[src/rtl/clock_divider_bank_pkg.sv]
// Shared constants for the clock divider bank and its channels.
package clock_divider_bank_pkg;

    // Upper bound on channel count; also the range of the channel index.
    localparam int MAX_CH        = 8;
    localparam int CH_IDX_W      = 3;

    // A programmed half count of zero runs as if it were this value.
    localparam int HALF_ZERO_SUB = 1;

endpackage

[src/rtl/clock_divider_channel.sv]
// One divider channel: half-period counter, 50% toggle output, rising-edge
// strobe, and a shadow half count that is applied only at a 0->1 boundary
// while running (or on the next edge while stopped) so no runt pulse appears.
module clock_divider_channel
    import clock_divider_bank_pkg::*;
#(
    parameter int               DIV_W    = 24,
    parameter logic [DIV_W-1:0] RST_HALF = {1'b1, {(DIV_W-1){1'b0}}}
)
(
    input  logic             ref_clk,
    input  logic             rst,
    input  logic             en,
    input  logic             wr_en,
    input  logic [DIV_W-1:0] wr_half,
    output logic             clk_out,
    output logic             tick,
    output logic             pending
);

    logic [DIV_W-1:0] r_half;
    logic [DIV_W-1:0] r_shadow;
    logic [DIV_W-1:0] r_cnt;
    logic             r_clk_out;
    logic             r_tick;
    logic             r_pending;

    logic [DIV_W-1:0] w_half_eff;
    logic             w_term;
    logic             w_rise;

    assign w_half_eff = (r_half == '0) ? DIV_W'(HALF_ZERO_SUB) : r_half;
    assign w_term     = (r_cnt == (w_half_eff - DIV_W'(1)));
    assign w_rise     = en & w_term & ~r_clk_out;

    assign clk_out = r_clk_out;
    assign tick    = r_tick;
    assign pending = r_pending;

    // Count the half period, toggle the output at terminal count, strobe on 0->1.
    always_ff @(posedge ref_clk or negedge rst) begin
        if (!rst) begin
            r_cnt     <= '0;
            r_clk_out <= 1'b0;
            r_tick    <= 1'b0;
        end else if (!en) begin
            r_cnt     <= '0;
            r_clk_out <= 1'b0;
            r_tick    <= 1'b0;
        end else begin
            r_tick <= w_rise;
            if (w_term) begin
                r_cnt     <= '0;
                r_clk_out <= ~r_clk_out;
            end else begin
                r_cnt <= r_cnt + DIV_W'(1);
            end
        end
    end

    // Capture new half counts into the shadow and apply them at a period boundary.
    always_ff @(posedge ref_clk or negedge rst) begin
        if (!rst) begin
            r_half    <= RST_HALF;
            r_shadow  <= RST_HALF;
            r_pending <= 1'b0;
        end else if (r_pending && (w_rise || !en)) begin
            r_half    <= r_shadow;
            r_pending <= 1'b0;
        end else if (wr_en) begin
            r_shadow  <= wr_half;
            r_pending <= 1'b1;
        end
    end

endmodule

[src/rtl/clock_divider_bank.sv]
// Bank of independent 50%-duty clock dividers sharing one configuration port.
// A channel with a pending shadow value refuses further writes until it applies.
module clock_divider_bank
    import clock_divider_bank_pkg::*;
#(
    parameter int          NUM_CH   = 2,
    parameter int          DIV_W    = 24,
    parameter int unsigned RST_HALF = 2**(DIV_W-1)
)
(
    input  logic                ref_clk,
    input  logic                rst,
    input  logic [NUM_CH-1:0]   en,
    input  logic                cfg_valid,
    output logic                cfg_ready,
    input  logic [CH_IDX_W-1:0] cfg_ch,
    input  logic [DIV_W-1:0]    cfg_half,
    output logic [NUM_CH-1:0]   clk_out,
    output logic [NUM_CH-1:0]   tick,
    output logic [NUM_CH-1:0]   pending
);

    logic [MAX_CH-1:0] w_pending_ext;
    logic              w_accept;
    logic [NUM_CH-1:0] w_wr;

    // Widen pending to the full index range; unused channels read as never pending.
    always_comb begin
        w_pending_ext             = '0;
        w_pending_ext[NUM_CH-1:0] = pending;
    end

    assign cfg_ready = ~w_pending_ext[cfg_ch];
    assign w_accept  = cfg_valid & cfg_ready;

    // Decode an accepted write to a per-channel load strobe; out-of-range is dropped.
    always_comb begin
        w_wr = '0;
        for (int i = 0; i < NUM_CH; i++) begin
            w_wr[i] = w_accept && (cfg_ch == CH_IDX_W'(i));
        end
    end

    generate
        for (genvar g = 0; g < NUM_CH; g++) begin : g_ch
            clock_divider_channel #(
                .DIV_W    (DIV_W),
                .RST_HALF (DIV_W'(RST_HALF))
            ) u_ch (
                .ref_clk (ref_clk),
                .rst     (rst),
                .en      (en[g]),
                .wr_en   (w_wr[g]),
                .wr_half (cfg_half),
                .clk_out (clk_out[g]),
                .tick    (tick[g]),
                .pending (pending[g])
            );
        end
    endgenerate

endmodule

[config.mk]
export PLATFORM = sky130hd
export DESIGN_NAME = clock_divider_bank
export DESIGN_NICKNAME = d
export VERILOG_FILES = /design/src/rtl/clock_divider_bank_pkg.sv /design/src/rtl/clock_divider_channel.sv /design/src/rtl/clock_divider_bank.sv
export SDC_FILE = /design/constraint.sdc
export NUM_CORES = 1
export LEC_CHECK = 0
export BUFFER_PORTS_ARGS = -buffer_cell sky130_fd_sc_hd__buf_2
export CAP_MARGIN = 5
export CORE_UTILIZATION = 45
export CTS_CLUSTER_DIAMETER = 50
export CTS_CLUSTER_SIZE = 10
export DETAILED_ROUTE_END_ITERATION = 12
export MAX_ROUTING_LAYER = met4
export SYNTH_ARGS = -nofsm -noshare
export SYNTH_HDL_FRONTEND = slang
export SYNTH_SLANG_ARGS = --single-unit
[constraint.sdc]
create_clock -name ref_clk -period 3.79 [get_ports ref_clk]
set_input_delay 0.379 -clock ref_clk [delete_from_list [all_inputs] [get_ports ref_clk]]
set_output_delay 0.379 -clock ref_clk [all_outputs]
set_load 0.02 [all_outputs]
=== Word level (Yosys, flattened, before mapping) ===
Index checks and enable logic that the tools add are counted.

* Word-level logic and storage cells: 65
* Bits in registers: 150
* Input port bits: 32
* Output and inout port bits: 7

* Bitwise operators: 10
* Reduce and logical (&&, ||, !) cells: 15
* $add $sub $neg: 4
* Equality and inequality tests: 5
* Muxes and demuxes: 18
* $lt $le $gt $ge: 1

{| class="wikitable"
|+ Operators by type and width
! cell !! number
|-
| $mux 24 || 6
|-
| $add 24x1->24 const B || 2
|-
| $eq 24x24->1 || 2
|-
| $logic_not 24->1 || 2
|-
| $sub 24x1->24 const B || 2
|-
| $mux 1 || 11
|-
| $and 1x1->1 || 5
|-
| $not 1->1 || 5
|-
| $logic_and 1x1->1 || 4
|-
| $lt 3x4->1 const B || 1
|-
| $ne 2x1->1 const B || 2
|-
| $reduce_and 2->1 || 2
|-
| $reduce_bool 2->1 || 2
|-
| $bmux 1 s3 || 1
|-
| $eq 3x1->1 const B || 1
|-
| $logic_not 3->1 || 1
|-
| $logic_not 1->1 || 2
|-
| $logic_or 1x1->1 || 2
|}

=== Longest topological paths before layout ===
Gate-level depths: netlist of the first run.

* Depth in word-level cells: 10
* Depth in mapped cells: 16
* Mapped depth without buffers: 12

=== Modules after synthesis ===
From an unflattened synthesis of the first run, not the netlist that was laid out.

* Cell total of the unflattened synthesis: 752
* Area total of the unflattened synthesis: 8350.5 um^2

{| class="wikitable"
|+ Modules (own cells, without submodules)
! module !! area an instance (um^2) !! cells each !! times used !! seq. area each (um^2)
|-
| clock_divider_channel (g_ch[0].u_ch) || 4156.5 || 372 || 1 || 1879.3
|-
| clock_divider_channel (g_ch[1].u_ch) || 4154.0 || 374 || 1 || 1879.3
|-
| clock_divider_bank || 40.0 || 6 || 1 || 0.0
|}

=== Least setup slack after synthesis of the first run ===
Ideal clock, no wire load.

* Kind: flip-flop to flip-flop
* Start: register g_ch[0].u_ch.r_half[18]
* End: register g_ch[0].u_ch.r_half[0]
* Cell stages (with the launch flop): 16
* Clock period less this slack: 4045 ps
* Path buffers: 3
* Required time: 3665 ps
* Library setup time: 125 ps
* Slack: -255 ps
* Arrival: 3920 ps
* Cell sequence: dfrtp_1 clkbuf_1 nor4_1 and4_1 a21oi_1 ha_1 or4b_4 o41ai_1 a21oi_1 a2111oi_0 nand4b_1 a2111o_1 o32a_1 buf_6 buf_12 mux2_4

* Longest elaborated chain between the ends: 8

{| class="wikitable"
|+ RTL lines
! element !! RTL line !! text
|-
| start, declared || clock_divider_channel.sv:21 || <nowiki>logic [DIV_W-1:0] r_half;</nowiki>
|-
| start signal, assigned || clock_divider_channel.sv:68 || <nowiki>r_half <= r_shadow;</nowiki>
|-
| $logic_not 24->1 || clock_divider_channel.sv:32 || <nowiki>assign w_half_eff = (r_half == '0) ? DIV_W'(HALF_ZERO_SUB) : r_half;</nowiki>
|-
| $mux 24 (*) || clock_divider_channel.sv:32 ||
|-
| $sub 24x1->24 (*) || clock_divider_channel.sv:33 || <nowiki>assign w_term = (r_cnt == (w_half_eff - DIV_W'(1)));</nowiki>
|-
| $eq 24x24->1 (*) || clock_divider_channel.sv:33 ||
|-
| $and 1x1->1 (*) (2 in a row) || clock_divider_channel.sv:34 || <nowiki>assign w_rise = en & w_term & ~r_clk_out;</nowiki>
|-
| $logic_or 1x1->1 (*) || clock_divider_channel.sv:67 || <nowiki>end else if (r_pending && (w_rise || !en)) begin</nowiki>
|-
| $logic_and 1x1->1 (*) || clock_divider_channel.sv:67 ||
|}

Mark *: on every way between the ends. The rest lies on a longest branch, timed or not.
A chain may end at the register's enable or synchronous reset.

=== Final worst setup path of the first run ===
* Start: register g_ch[0].u_ch.r_half[23]
* End: register g_ch[0].u_ch.r_half[1]

Same word-level chain as after synthesis.

==> summary.md, run 1 <==
| Metric | Value |
|---|---|
| DRT iter0 DRCs | `397` |
| Flop2flop setup slack | `-0.07 ns` |
| Hold slack | `0.0170 ns` |
| Total grt overflow | `0` |
| Startpoint Class | `flip-flop` |
| RSZ-0062 raised after global routing | `yes` |
| Seq pwr share | `0.335` |
| Part of the power in combinational logic | `0.433` |
| Worst-path cell chain | `nor4_2 -> and4_4 -> a21oi_2 -> ha_2 -> or4b_4 -> buf_6 -> nor4_4 -> nand2_2 -> or4_4 -> a2111o_1 -> o32a_4 -> clkbuf_16 -> mux2_4` |
| Die ar. | `18900 sq um` |
| CTS H-tree lvls | `4` |
| Synth Cell Area | `8280 sq um` |
| Failing checks | `setup timing` |
| Status | `finished, violations left` |
| Net Sw Frac | `0.360` |
| Largest net degree at the start of global routing | `94` |
| Sum Neg Setup Slack | `-1.08 ns` |
| Max_cap viols | `0` |
| Reg clk slew, reported paths | `0.06 ns` |
| CP Max Fanout | `6` |
| P_sw | `2.39 mW` |
| TritonCTS clock tree | `built` |
| RR Endpoint | `g_ch[0].u_ch.r_half[1]` |
| Crit. End Element | `flip-flop` |
| Diode count | `0` |
| # fillers | `1579` |
| Synth warn | `0` |
| Final Cell Area | `10000 sq um` |
| First-pass GRT wire length | `33200 microns` |
| Required @ worst endpoint | `4.10 ns` |
| Most area-consuming cells after synthesis | `dfrtp_1 44%, mux2_2 11%, xor2_1 5.0%` |
| Fin crit share | `1.02` |
| Clock Power Share | `0.231` |
| Post-Synthesis Cells | `771` |
| CP peak stage delay | `0.54 ns` |
| Final nets | `920` |
| Final Skew | `0.0108 ns` |
| Pint | `4.26 mW` |
| First-pass DRT Iterations | `5` |
| Pre-CTS setup slack | `-0.146 ns` |
| Avg WL per Cell | `18.4 microns` |
| Period minus WS final | `3.86 ns` |
| Slew @ Worst Pin | `0.874 ns` |
| Min-delay worst type | `in -> async` |
| Fmax achieved | `259 MHz` |
| Synth area leader | `dfrtp_1` |
| Number of global-route vias before repair | `6384` |
| IO buf count | `38` |
| WP data arrival | `4.17 ns` |
| Total power | `6.66 mW` |
| Critical path type | `reg -> reg` |
| Chip Width | `138 microns` |
| Die height | `138 microns` |
| Final cell utilization of the core | `0.558` |
| FF-to-FF Start | `g_ch[0].u_ch.r_half[23]` |
| Placed Cells | `1085` |
| Routed Antenna Nets | `0` |
| Vias per cell | `5.67` |
| Gpl congestion | `0.862` |
| Final cell count without fillers | `1125` |
| Setup ws final | `-0.0739 ns` |
| Area delta synth->final | `21.4%` |
| Final setup fails | `23` |
| Post-synth EDFFs | `0` |
| Reg2reg path depth | `13` |
| Sequential area share after synthesis | `0.454` |
| Number of buffers created by CTS | `17` |
| DR vias | `6379` |
| Initial Utilization | `0.459` |
| Row cnt | `49` |
| Routed WL | `20700 microns` |
| Multi-input gate area | `4430 sq um` |
| Core Area | `18000 sq um` |
| # IOs | `39` |
| Register area | `3760 sq um` |
| # DRC | `0` |
| CTS Root Buffer Type | `clkbuf_16` |
| Top cell type's share of synthesized area | `0.441` |
| Leak pwr | `4.35 nW` |
| Syn Nets | `807` |
| Post-DP HPWL | `14900 microns` |
| Pwr/cell area | `662 nW/um^2` |
| Antenna violations before repair | `0` |
| Slowest CP cell | `dfstp_2` |
| Yosys cell types | `73` |
| Area post-placement | `9240 sq um` |
| Relative slew margins | `0.417` |
| Top_reg_cell synth | `dfrtp_1` |
| VDD IR max | `0.462 mV` |
| Syn Area/Cell | `10.7 sq um` |
| #FFs+latches synth | `150` |
| Clk_lat worst skew | `0.43 ns` |
| Total GRT Usage | `0.239` |
| Asr flop ratio synth | `1.00` |
| Sink Count | `150` |
| Fraction of layout cells with a size suffix above 1 | `0.337` |
| Final hold vios | `0` |
| Max-slew violations | `0` |
| Clk buf depth | `2` |
critical path: cells and delay by family, from the launching register on:
| family | cells | cell delay, ns |
|---|---|---|
| buffers and inverters | 2 | 0.35 |
| multiplexers | 1 | 0.29 |
| adder cells (fa/ha/maj) | 1 | 0.18 |
| flip-flops | 1 | 0.54 |
| AO/OA/AOI/OAI | 3 | 0.94 |
| AND/OR/NAND/NOR | 6 | 1.45 |
power groups by stage:
stage          Clock, mW  Combinational (mW)  Sequential [mW]
4_1_cts             1.58                2.76             2.22
5_1_grt             1.64                3.12             2.28
6_report            1.54                2.88             2.23
3_5_place_dp           0                2.69             2.24
2_1_floorplan          0                1.58             2.31
3_3_place_gp           0                2.62             2.22
cell usage in the layout, fill, tap and decap left out, types with 13 or more instances in the layout:
cell type | netlist | layout
and3_1 | 13 | 13
buf_2 | 5 | 38
buf_4 | 6 | 82
clkbuf_16 | 0 | 18
dfrtp_1 | 146 | 146
mux2_2 | 79 | 79
mux2_4 | 20 | 20
nand2_1 | 32 | 32
nand3_1 | 32 | 32
nand4_1 | 21 | 21
nor2_1 | 82 | 81
nor3_1 | 29 | 27
xnor2_1 | 45 | 44
xor2_1 | 47 | 47
logic make-up (layout without fill, tap and decap cells):
family,after synthesis,after routing,share of synthesized area
AO/OA/AOI/OAI,81,81,0.0711
adder cells (fa/ha/maj),4,4,0.00605
multiplexers,104,104,0.150
XOR/XNOR,92,92,0.0974
flip-flops,150,150,0.454
buffers and inverters,48,173,0.0320
AND/OR/NAND/NOR,292,292,0.190
flip-flops by register name, indices dropped and copies added, names as in the netlist:
register and flops:
g_ch.u_ch.tick 2, g_ch.u_ch.r_half 48, g_ch.u_ch.clk_out 2, g_ch.u_ch.r_cnt 48
g_ch.u_ch.r_shadow 48, g_ch.u_ch.pending 2
how the worst max path moves through the flow:
stage                       startpoint  slack, ns  cells past startpoint                      to
2_1_floorplan   g_ch[0].u_ch.r_half[0]      -0.03                     15  g_ch[0].u_ch.r_half[0]
6_report       g_ch[0].u_ch.r_half[23]      -0.07                     13  g_ch[0].u_ch.r_half[1]
3_3_place_gp   g_ch[0].u_ch.r_half[23]      -0.10                     13  g_ch[0].u_ch.r_half[5]
3_5_place_dp   g_ch[0].u_ch.r_half[23]      -0.15                     13  g_ch[0].u_ch.r_half[7]
5_1_grt         g_ch[0].u_ch.r_half[1]      -0.20                     14  g_ch[0].u_ch.r_half[9]
4_1_cts        g_ch[0].u_ch.r_half[23]      -0.07                     13  g_ch[0].u_ch.r_half[5]
layout make-up:
class                   count  area share
repair buffers            130      0.0986
multi-input cells         573       0.441
well taps                 229      0.0285
clock inverters            11     0.00797
inverters                  12     0.00448
clock buffers              20      0.0454
flip-flops and latches    150       0.374
cells in the mapped netlist, drive strengths merged (2+ instances only):
cell / count
a2111o: 2
a2111oi: 4
a211oi: 5
a21boi: 3
a21o: 3
a21oi: 8
a311oi: 2
a31oi: 9
and2: 3
and3: 14
and4: 5
and4b: 2
buf: 17
clkbuf: 19
dfrtp: 146
dfstp: 4
ha: 4
inv: 12
mux2: 99
mux2i: 5
nand2: 33
nand2b: 7
nand3: 32
nand4: 21
nand4b: 4
nor2: 82
nor2b: 8
nor3: 30
nor4: 16
nor4b: 2
o2111ai: 4
o21a: 5
o21ai: 13
o21bai: 2
o31ai: 6
o41ai: 2
or2: 2
or3: 10
or4: 12
or4b: 5
xnor2: 45
xor2: 47
layer usage:
metal,global-route usage,routed length (microns),up-vias
met3,0.0434,837,19
met4,0.0757,191,0
met1,0.326,10100,3197
met2,0.357,9570,141
met5,-,0,-
li1,-,-,3022
what timing repair did:
action	4_1_cts	5_1_grt
pin swaps	1	3
hold buffers	0	0
setup buffers	2	3
endpoints found under the setup margin	72	98
cloned	2	2
gates resized for setup	16	17
Note: power is estimated with default switching activity, not from simulation.
==> inputs of run 2 (changes only) <==
--- a/config.mk
+++ b/config.mk
@@ -5,9 +5,9 @@
 export SDC_FILE = /design/constraint.sdc
 export NUM_CORES = 1
 export LEC_CHECK = 0
-export BUFFER_PORTS_ARGS = -buffer_cell sky130_fd_sc_hd__buf_2
-export CAP_MARGIN = 5
+export BUFFER_PORTS_ARGS = -buffer_cell sky130_fd_sc_hd__buf_4
 export CORE_UTILIZATION = 45
+export CTS_BUF_LIST = sky130_fd_sc_hd__clkbuf_4 sky130_fd_sc_hd__clkbuf_8
 export CTS_CLUSTER_DIAMETER = 50
 export CTS_CLUSTER_SIZE = 10
 export DETAILED_ROUTE_END_ITERATION = 12
==> run 2 against run 1 <==
Net effect:
- the run still ends with setup timing left
- cell area down 0.58%
- non-clock buffer count did not move
- register-to-register slack better by 0.05 ns
- maximum frequency grew 1.2%
- clock skew grew 0.0017 ns
- setup slack better by 0.046 ns
- sequential share of layout area up 0.22 points
- routed wire length down 4.1%
- total power fell by 2.3%
- hold slack got worse by 0.014 ns
- critical path type unchanged
- critical endpoint is now g_ch[0].u_ch.r_half[6]
- largest cell class unchanged
- largest power group unchanged
==> summary.md, run 2 (same netlist as run 1, synthesis figures left out) <==
| Metric | Value |
|---|---|
| Max-slew violations | `0 (unchanged)` |
| Final Skew | `0.0125 ns (+0.00166 ns)` |
| Pre-CTS setup slack | `-0.220 ns (-0.0738 ns)` |
| Most frequent cells in the layout | `146 x dfrtp_1, 122 x buf_4, 81 x nor2_1, 79 x mux2_2, 47 x xor2_1` |
| Number of global-route vias before repair | `6190 (-3.0%)` |
| Required @ worst endpoint | `4.13 ns (+0.03 ns)` |
| Fmax achieved | `262 MHz (+1.2%)` |
| Leak pwr | `4.34 nW (-0.27%)` |
| Clk_lat worst skew | `0.46 ns (+0.03 ns)` |
| Final nets | `920 (unchanged)` |
| Top Registers | `g_ch.u_ch.r_cnt: 48 flops, g_ch.u_ch.r_half: 48 flops, g_ch.u_ch.r_shadow: 48 flops` |
| Slew @ Worst Pin | `0.871 ns (-0.00304 ns)` |
| Status | `finished, violations left` |
| VDD IR max | `0.431 mV (-6.7%)` |
| Min-delay worst type | `in -> async` |
| # DRC | `0 (unchanged)` |
| TritonCTS clock tree | `built` |
| Startpoint Class | `flip-flop` |
| Avg WL per Cell | `17.6 microns (-4.2%)` |
| Chip Width | `138 microns (unchanged)` |
| Routed Antenna Nets | `0 (unchanged)` |
| CP Max Fanout | `24 (+18)` |
| Largest net degree at the start of global routing | `97 (+3.2%)` |
| Antenna violations before repair | `0 (unchanged)` |
| Pwr/cell area | `651 nW/um^2 (-1.7%)` |
| Commonest non-fill, non-tap cell in the layout | `dfrtp_1` |
| Critical path type | `reg -> reg` |
| Sink Count | `150 (unchanged)` |
| CTS Root Buffer Type | `clkbuf_8` |
| First-pass GRT wire length | `31700 microns (-4.3%)` |
| First-pass DRT Iterations | `5 (unchanged)` |
| Diode count | `0 (unchanged)` |
| IO buf count | `38 (unchanged)` |
| Clk buf depth | `2 (unchanged)` |
| Cts hold-fix bufs | `0 (unchanged)` |
| Row cnt | `49 (unchanged)` |
| Die ar. | `18900 sq um (unchanged)` |
| DR vias | `6371 (-0.13%)` |
| DRT iter0 DRCs | `351 (-12%)` |
| Die height | `138 microns (unchanged)` |
| WP data arrival | `4.16 ns (about the same)` |
| Crit. End Element | `flip-flop` |
| RSZ-0062 raised after global routing | `yes` |
| Total GRT Usage | `0.225 (-0.0136)` |
| Total power | `6.50 mW (-2.3%)` |
| Core Area | `18000 sq um (unchanged)` |
| Total grt overflow | `0 (unchanged)` |
| Period minus WS final | `3.82 ns (-0.0460 ns)` |
| Area delta synth->final | `20.7%` |
| Vias per cell | `5.66 (-0.21%)` |
| Final setup fails | `20 (-13%)` |
| Number of buffers created by CTS | `17 (unchanged)` |
| # IOs | `39 (unchanged)` |
| Fraction of layout cells with a size suffix above 1 | `0.333 (-0.00372)` |
| Max_cap viols | `0 (unchanged)` |
| Setup ws final | `-0.0279 ns (+0.0460 ns)` |
| Initial Utilization | `0.459 (unchanged)` |
| Reg clk slew, reported paths | `0.08 ns (+0.02 ns)` |
| Final hold vios | `0 (unchanged)` |
| Gpl congestion | `0.894 (+3.7%)` |
| Post-DP HPWL | `14500 microns (-2.7%)` |
| Fin crit share | `1.01 (-0.0121)` |
| Routed WL | `19800 microns (-4.1%)` |
| Final cell utilization of the core | `0.554 (-0.00326)` |
| Failing checks | `setup timing` |
| Relative slew margins | `0.419 (+0.00203)` |
| CTS H-tree lvls | `4 (unchanged)` |
[run 2: cell types whose count changed in the layout (fill, tap and decap cells not counted), sizes merged]
cell      delta
clkinvlp     -6
bufinv       +5
clkbuf       +1
inv          +1
[run 2: routing by layer]
layer | track usage | wire (microns) | up-vias
met3 | 0.0375 | 784 | 16
met5 | - | 0 | -
li1 | - | - | 3026
met2 | 0.328 | 8980 | 143
met1 | 0.320 | 9880 | 3186
met4 | 0.0635 | 184 | 0
[run 2: stage by stage]
step,instance area [sq um],hold slack (ns),TNS [ns],cells
after global placement,9340,0.484,-6.64,1086
after floorplan,8320,0.0834,-0.563,771
after global routing,9990,0.0504,-4.12,1126
after CTS,9850,0.0182,-0.610,1119
after detailed placement,9340,0.490,-11.41,1086
final,9990,0.00335,-0.429,1126
[run 2: final cells by class]
type                       instances  area (sq um)
timing repair buffer             130          1050
multi-input combinational        573          4380
fill                            1602          8030
clock buffer                      21           277
clock inverter                    11           198
tap                              229           287
inverter                          12          45.0
sequential                       150          3760
[run 2: path summary, 6_finish.rpt]
| check | from | endpoint | slack (ns) | cells past startpoint |
|---|---|---|---|---|
| worst max register to register | g_ch[0].u_ch.r_half[23] | g_ch[0].u_ch.r_half[6] | -0.03 | 13 |
| max in group asynchronous | rst | g_ch[1].u_ch.r_cnt[6] | 2.82 | 2 |
| min in group ref_clk | cfg_half[2] | g_ch[0].u_ch.r_shadow[2] | 0.17 | 2 |
| worst min-delay path | rst | g_ch[1].u_ch.r_cnt[5] | 0.003 | 1 |
| worst min register to register | g_ch[0].u_ch.r_shadow[11] | g_ch[0].u_ch.r_half[11] | 0.51 | 1 |
| worst max-delay path | g_ch[0].u_ch.r_half[23] | g_ch[0].u_ch.r_half[6] | -0.03 | 13 |
[run 2: critical path, stage by stage, from the launching register on]
cell      delay, ns
dfstp_2        0.54
nor4_1         0.05
and4_1         0.18
a21oi_2        0.12
ha_2           0.18
or4b_4         0.50
buf_6          0.15
nor4_4         0.17
nand2_2        0.08
or4_1          0.48
a2111o_1       0.41
o32a_1         0.34
buf_12         0.19
mux2_4         0.31
[run 2: what timing repair did]
| action | 4_1_cts | 5_1_grt |
|---|---|---|
| cloned | 0 | 2 |
| pin swaps | 2 | 7 |
| resized for setup | 8 | 13 |
| setup endpoints to repair | 72 | 87 |
| setup buffers | 1 | 5 |
[run 2: report_power, final]
| group | leakage, nW | internal (mW) | total (mW) | switching, mW |
|---|---|---|---|---|
| combinational | 2.19 | 1.41 | 2.83 | 1.42 |
| sequential | 1.91 | 1.99 | 2.23 | 0.241 |
| clock | 0.237 | 0.838 | 1.44 | 0.603 |
